==> src/rtl/mux_rr_arbiter_32.sv <==
// ---------------------------------------------------------------------------
// mux_rr_arbiter_32
//   Round-robin arbiter over 32 level-sensitive requesters that also steers a
//   32:1 data mux with the granted index.  A grant is held until the holder
//   pulses done, drops its request, or has held the grant for MAX_HOLD
//   cycles.  Every release is followed by at least one idle cycle before the
//   next arbitration.
//
// Parameters
//   MAX_HOLD  : maximum consecutive cycles a single grant is held (1..255)
//
// Ports
//   clk       : in  clock, all state updates on the rising edge
//   rst       : in  synchronous active-high reset
//   req[31:0] : in  level-sensitive request per source
//   done      : in  release pulse from the current grant holder
//   inp[31:0] : in  data lines feeding the 32:1 mux
//   sel[4:0]  : out registered index of the granted (or last granted) source
//   gnt[31:0] : out registered one-hot grant, zero while idle
//   gnt_valid : out high while a grant is held
//   OUT       : out registered inp[sel] while a grant is held, else 0
//   timeout   : out one-cycle pulse after a grant is revoked by the hold limit
// ---------------------------------------------------------------------------
module mux_rr_arbiter_32 #(
   parameter int unsigned MAX_HOLD = 16
) (
   input  logic        clk,
   input  logic        rst,
   input  logic [31:0] req,
   input  logic        done,
   input  logic [31:0] inp,
   output logic [4:0]  sel,
   output logic [31:0] gnt,
   output logic        gnt_valid,
   output logic        OUT,
   output logic        timeout
);

   localparam logic [0:0] ST_IDLE  = 1'b0;
   localparam logic [0:0] ST_GRANT = 1'b1;

   localparam logic [7:0] HOLD_LIMIT = 8'(MAX_HOLD);

   logic [0:0]  state_reg;
   logic [4:0]  sel_reg;
   logic [4:0]  ptr_reg;
   logic [31:0] gnt_reg;
   logic [7:0]  hold_reg;
   logic        out_reg;
   logic        timeout_reg;

   // ------------------------------------------------------------------
   // Arbitration: rotate the request vector so that bit 0 corresponds to
   // index ptr+1.  The lowest set bit of the rotated vector is then the
   // first requester in round-robin order; adding the offset back (mod 32)
   // gives the absolute winner.  The previous holder (ptr) lands in bit 31
   // and so has the lowest priority.
   // ------------------------------------------------------------------
   logic [4:0]  search_start;
   logic [31:0] req_rot;
   logic [4:0]  win_offset;
   logic [4:0]  winner;

   assign search_start = ptr_reg + 5'd1;

   genvar gi;
   generate
      for (gi = 0; gi < 32; gi++) begin : g_rot
         assign req_rot[gi] = req[search_start + 5'(gi)];
      end
   endgenerate

   // Downward scan overwrites, so the lowest set bit wins.
   always_comb begin
      win_offset = 5'd0;
      for (int i = 31; i >= 0; i--) begin
         if (req_rot[i]) begin
            win_offset = 5'(i);
         end
      end
   end

   assign winner = search_start + win_offset;

   // ------------------------------------------------------------------
   // Release conditions while in GRANT.  The hold-limit release only
   // reports a timeout when neither of the voluntary conditions is present.
   // ------------------------------------------------------------------
   logic rel_voluntary;
   logic rel_hold;
   logic release_now;

   assign rel_voluntary = done | ~req[sel_reg];
   assign rel_hold      = (hold_reg == HOLD_LIMIT);
   assign release_now   = rel_voluntary | rel_hold;

   always_ff @(posedge clk) begin
      if (rst) begin
         state_reg   <= ST_IDLE;
         sel_reg     <= 5'd0;
         ptr_reg     <= 5'd31;   // first search after reset starts at index 0
         gnt_reg     <= 32'd0;
         hold_reg    <= 8'd0;
         out_reg     <= 1'b0;
         timeout_reg <= 1'b0;
      end else begin
         case (state_reg)
            ST_IDLE: begin
               out_reg     <= 1'b0;
               timeout_reg <= 1'b0;
               // done is deliberately ignored here
               if (|req) begin
                  state_reg <= ST_GRANT;
                  sel_reg   <= winner;
                  ptr_reg   <= winner;
                  gnt_reg   <= 32'd1 << winner;
                  hold_reg  <= 8'd1;
               end
            end
            ST_GRANT: begin
               if (release_now) begin
                  // sel_reg keeps the released index
                  state_reg   <= ST_IDLE;
                  gnt_reg     <= 32'd0;
                  hold_reg    <= 8'd0;
                  out_reg     <= 1'b0;
                  timeout_reg <= rel_hold & ~rel_voluntary;
               end else begin
                  // Mux output trails the applied select by one register.
                  out_reg     <= inp[sel_reg];
                  timeout_reg <= 1'b0;
                  if (hold_reg != 8'hFF) begin
                     hold_reg <= hold_reg + 8'd1;
                  end
               end
            end
            default: begin
               state_reg   <= ST_IDLE;
               gnt_reg     <= 32'd0;
               hold_reg    <= 8'd0;
               out_reg     <= 1'b0;
               timeout_reg <= 1'b0;
            end
         endcase
      end
   end

   assign sel       = sel_reg;
   assign gnt       = gnt_reg;
   assign gnt_valid = (state_reg == ST_GRANT);
   assign OUT       = out_reg;
   assign timeout   = timeout_reg;

endmodule
==> config.mk <==
export PLATFORM = sky130hd
export DESIGN_NAME = mux_rr_arbiter_32
export DESIGN_NICKNAME = d
export VERILOG_FILES = /design/src/rtl/mux_rr_arbiter_32.sv
export SDC_FILE = /design/constraint.sdc
export NUM_CORES = 1
export LEC_CHECK = 0
export BUFFER_PORTS_ARGS = -buffer_cell sky130_fd_sc_hd__buf_2
export CORE_MARGIN = 2
export CORE_UTILIZATION = 25
export DETAILED_ROUTE_END_ITERATION = 6
export PLACE_DENSITY = 0.39
export SETUP_SLACK_MARGIN = 0.05
export SLEW_MARGIN = 0
export SYNTH_ARGS = -nofsm -noshare
export SYNTH_HDL_FRONTEND = slang
export SYNTH_SLANG_ARGS = --single-unit
==> constraint.sdc <==
create_clock -name clk -period 8.17 [get_ports clk]
set_input_delay 1.634 -clock clk [delete_from_list [all_inputs] [get_ports clk]]
set_output_delay 1.634 -clock clk [all_outputs]
set_load 0.03 [all_outputs]
Word level (Yosys, flattened, before mapping)
Cells that the tools add are included.
{ "word_totals": {"inputBits": 67, "word_cells": 204, "ff_bits": 53, "output_inout_bits": 40} }
{ "classes": {"muxes": 114, "n_bitwise": 6, "n_reduce_logical": 4, "shift": 1, "n_lt_le_gt_ge": 33, "addsub": 34, "n_eq_ne": 5} }
{ "op_table": {"columns": ["operator", "n"], "rows": [
  ["5-bit by 6-bit less-than comparator with 1-bit output (second input constant)", 33],
  ["1-bit binary-select mux with 5-bit select", 34],
  ["5-bit 2-to-1 mux", 32],
  ["5-bit adder (second input constant)", 16],
  ["32-bit 2-to-1 mux", 2],
  ["32-bit case mux with 2 select lines", 1],
  ["5-bit by 4-bit adder with 5-bit output (second input constant)", 8],
  ["1-bit 2-to-1 mux", 38],
  ["32-bit OR reduction", 1],
  ["1-bit by 5-bit << shifter with 32-bit output (first input constant)", 1],
  ["8-bit 2-to-1 mux", 3],
  ["5-bit by 3-bit adder with 5-bit output (second input constant)", 4],
  ["8-bit case mux with 2 select lines", 1],
  ["5-bit by 1-bit adder with 5-bit output (second input constant)", 2],
  ["5-bit by 2-bit adder with 5-bit output (second input constant)", 2],
  ["8-bit by 1-bit adder with 8-bit output (second input constant)", 1],
  ["8-bit by 5-bit == test with 1-bit output (second input constant)", 1],
  ["8-bit inequality test (second input constant)", 1],
  ["1-bit case mux with 2 select lines", 3],
  ["2-bit AND reduction", 3],
  ["5-bit adder", 1],
  ["3-bit by 1-bit inequality test with 1-bit output (second input constant)", 1],
  ["1-bit NOT", 3],
  ["2-bit by 1-bit inequality test with 1-bit output (second input constant)", 1],
  ["other kinds (3)", 4]
]} }

Depth between registers and ports, before layout
{ "depth": {"ltp_word": 40, "depth_mapped": 27, "depth_no_buf": 24} }

Worst setup path after synthesis
No wires, ideal clock.
{ "synth_path": {"kind": "register to register", "from": "reg ptr_reg[0]", "to": "reg gnt_reg[24], in the netlist gnt[24]", "n_path_buf": 4, "arrival_time_ps": 5717, "period_less_slack_ps": 5843, "stages_incl_launch_ff": 22, "slack_ps": 2327, "setup_time_ps": 126, "path_cell_list": "dfxtp_1 buf_4 clkinv_1 buf_2 ha_1 or3b_1 clkbuf_1 o2111a_1 a311oi_2 mux4_2 mux2i_1 or3b_1 a21o_1 o311ai_0 fa_1 inv_1 a21o_1 a21oi_1 xnor2_1 xor2_1 buf_4 o31ai_1"} }
{ "synth_between": {"elab_chain_cells": 40} }
{ "synth_lines": {"columns": ["item", "line", "text"], "rows": [
  ["start: declaration", "46", "logic [4:0] ptr_reg;"],
  ["start signal: assignment", "115", "ptr_reg <= winner;"],
  ["5-bit by 1-bit adder with 5-bit output *", "64", "assign search_start = ptr_reg + 5'd1;"],
  ["5-bit adder", "69", "assign req_rot[gi] = req[search_start + 5'(gi)];"],
  ["1-bit binary-select mux with 5-bit select", "69", null],
  ["1-bit 2-to-1 mux (not written as such)", "69", null],
  ["5-bit 2-to-1 mux (32 in series)", "77", "if (req_rot[i]) begin"],
  ["5-bit adder *", "83", "assign winner = search_start + win_offset;"],
  ["1-bit by 5-bit << shifter with 32-bit output *", "116", "gnt_reg <= 32'd1 << winner;"],
  ["32-bit 2-to-1 mux *", "112", "if (|req) begin"],
  ["32-bit case mux with 2 select lines *", "107", "case (state_reg)"],
  ["end signal: assignment", "116", null],
  ["end: declaration", "47", "logic [31:0] gnt_reg;"]
]} }
Every way passes the cells marked *; elsewhere a longest branch is shown, timed or not. The select of a mux whose other input is x is not followed.
A chain may end at the register's enable or synchronous reset.

Worst setup path after layout
{ "layout_path": {"from": "reg ptr_reg[1]", "to": "reg gnt_reg[3], in the netlist gnt[3]"} }
Same word-level chain as after synthesis.

==> metrics.yaml <==
cp-end-kind: "flip-flop"
yosys_register_bits: 53
vias: 5775
grt_max_degree: 51
rows: 57
slowest_stage: "xnor2_2"
worstHoldPathCells: 2
yosysMostFrequentCell: "nand2_1"
hold_path.class: "reg -> reg"
hold_viol_final: 0
grt_first_pass_wirelength_mm: 32.84
diodes: 0
fin_area_um2: 7108
io_pins: 107
ys_async_sr_fraction: 0
cts_max_level: 2
worstPathMaxFanout: 16
hpwl_mm: 16.60
numCtsBuffers: 5
drive_gt1_frac: 0.2733
synth_area_leaders: "mux4_2 (21%), dfxtp_1 (17%), mux2i_1 (12%)"
drtAntennaViolNets: 0
cts_root_buffer: "clkbuf_16"
synth_top_family_by_area: "multiplexers"
drv_slew: 0
status: "finished, final reports clean"
firstDrtPassIters: 4
setup_tns_ns: 0
wl_per_cell_um: 19.44
gp_congestion: 0.8731
yosysTopAreaCell: "mux4_2"
clkLatencyLatePin_ns: 0.29
synth_ff_type: "dfxtp_1"
postCtsHoldBufs: 0
fin_crit_ns: 6.540
port_buffers: 106
num-nets-final: 828
drc: 0
ys_seq_area_frac: 0.1745
yosys.area_share.simple: 0.1706
cpPeakStageDelay_ns: 0.74
yosys-top-cells-count: "nand2_1 (73), mux2i_1 (71), mux4_2 (56)"
largest_register_ffs: 32
relSlewSlack: 0.1141
synth_top_area_share: 0.2075
first_iter_violations: 371
synth_xor_area_frac: 0.05413
synth_edf_count: 0
critPathKind: "reg -> reg"
cp_data_required_time_ns: 8.32
synth_fa_ha_area_frac: 0.02593
via_per_inst: 5.377
syn_avg_cell_area_um2: 9.142
synth_cell_types: 69
rsz0062_at_grt: "no"
syn2layout_area_growth_pct: 16.92
finalNonFillerCells: 1074
start_kind: "flip-flop"
clkTransAtPathRegs_ns: 0.07
clk_path_buf_depth: 2
syn-cell-area_um2: 6080
yosysWarnings: 0
synth-compound-area-share: 0.1850
core-area_um2: 24110
die-width_um: 159.9
cts_sinks: 53
cts-resized-gates: 0
antenna_found_initial: 0
place_inst: 1066
crit_chain: "buf_4 > ha_1 > xnor2_1 > clkinv_1 > xnor2_2 > mux2i_1 > mux2_2 > mux2i_1 > o22ai_1 > a2111o_1 > a31oi_1 > o21a_1 > o21a_1 > ha_1 > inv_1 > fa_1 > inv_1 > a21o_1 > a21oi_1 > xnor2_1 > xnor2_2 > o31ai_1"
gr-total-overflow: 0
die_h_um: 159.9
setup_viol: 0
grt_pass1_vias: 5707
syn-num-nets: 744
arrival_ns: 6.69
start_util: 0.2522
track_usage: 0.1603
routed_wl_mm: 20.88
cap_violations: 0
tightest_slew_ns: 1.327
period_share: 0.8005
post_cts_buffers: 0
dieArea_um2: 25580
finalClockSkew_ns: 0.008093
dpl_cell_area_um2: 6924
synthMuxAreaShare: 0.3429
max_freq_ghz: 0.1529
cts_tree: "done"
syn-instance-count: 665
reg2reg_depth: 22
[through the flow]
stage | hold slack, ns | setup WS (ns) | utilization
6_report | 0.4449 | 1.630 | 0.2949
5_1_grt | 0.4767 | 1.117 | 0.2949
4_1_cts | 0.4511 | 1.144 | 0.2946
3_5_place_dp | 0.4352 | 1.209 | 0.2872
3_3_place_gp | 0.4378 | 1.295 | 0.2872
2_1_floorplan | 0.4762 | 2.327 | -
[final timing paths]
check	startpoint	slack, ns	end
max	ptr_reg[1]$_SDFFE_PP1P_	1.63	gnt[3]$_SDFFE_PP0P_
min	gnt[31]$_SDFFE_PP0P_	0.44	gnt[31]$_SDFFE_PP0P_
max reg2reg	ptr_reg[1]$_SDFFE_PP1P_	1.63	gnt[3]$_SDFFE_PP0P_
min reg2reg	gnt[31]$_SDFFE_PP0P_	0.44	gnt[31]$_SDFFE_PP0P_
[cells by family after synthesis]
| kind of cell | Yosys count |
|---|---|
| xor+xnor | 35 |
| buf+inv | 66 |
| fa+ha+maj | 12 |
| compound gates | 157 |
| mux | 137 |
| flops | 53 |
| simple gates | 205 |
[cell type report]
type | count | area [µm²]
Inverter | 24 | 90.09
Sequential cell | 53 | 1062
Multi-Input combinational cell | 546 | 4746
Clock buffer | 6 | 138.9
Timing Repair Buffer | 119 | 628.1
Fill cell | 2602 | 17000
Tap cell | 324 | 405.4
Clock inverter | 2 | 37.54
[worst max-delay path: cells and delay by family (launching register included)]
kind / cells / cell delay [ns]
mux: 3 / 0.73
flops: 1 / 0.39
fa+ha+maj: 3 / 0.78
compound gates: 8 / 1.32
xor+xnor: 4 / 2.30
buf+inv: 4 / 0.87
[layout by cell type, fill, tap and decap left out, types with 8 or more instances in the layout]
master    instances
nor2b_1           9
xnor2_1          26
mux2i_1          71
ha_1             10
dfxtp_1          52
a21oi_1          22
o31ai_1          33
nand2b_1         10
a211oi_1         17
buf_2           106
inv_1            22
mux2_2           10
mux4_2           56
buf_4            13
nand3_1          10
nand2_1          73
nor2_1           29
nor3_1           17
nand4_1           9
o21ai_0          22
and2_1            8
nor4_1           11
[metal layers]
| layer | vias up | share of wire | GRT usage |
|---|---|---|---|
| li1 | 2750 | - | - |
| met1 | 2857 | 0.48 | 0.2256 |
| met2 | 150 | 0.47 | 0.2649 |
| met3 | 18 | 0.048 | 0.02649 |
| met4 | 0 | 0.0096 | 0.02211 |
| met5 | - | 0 | 0 |
Power is not shown: default switching activity piles up to over one toggle a cycle in this logic, so the estimate is an artifact.
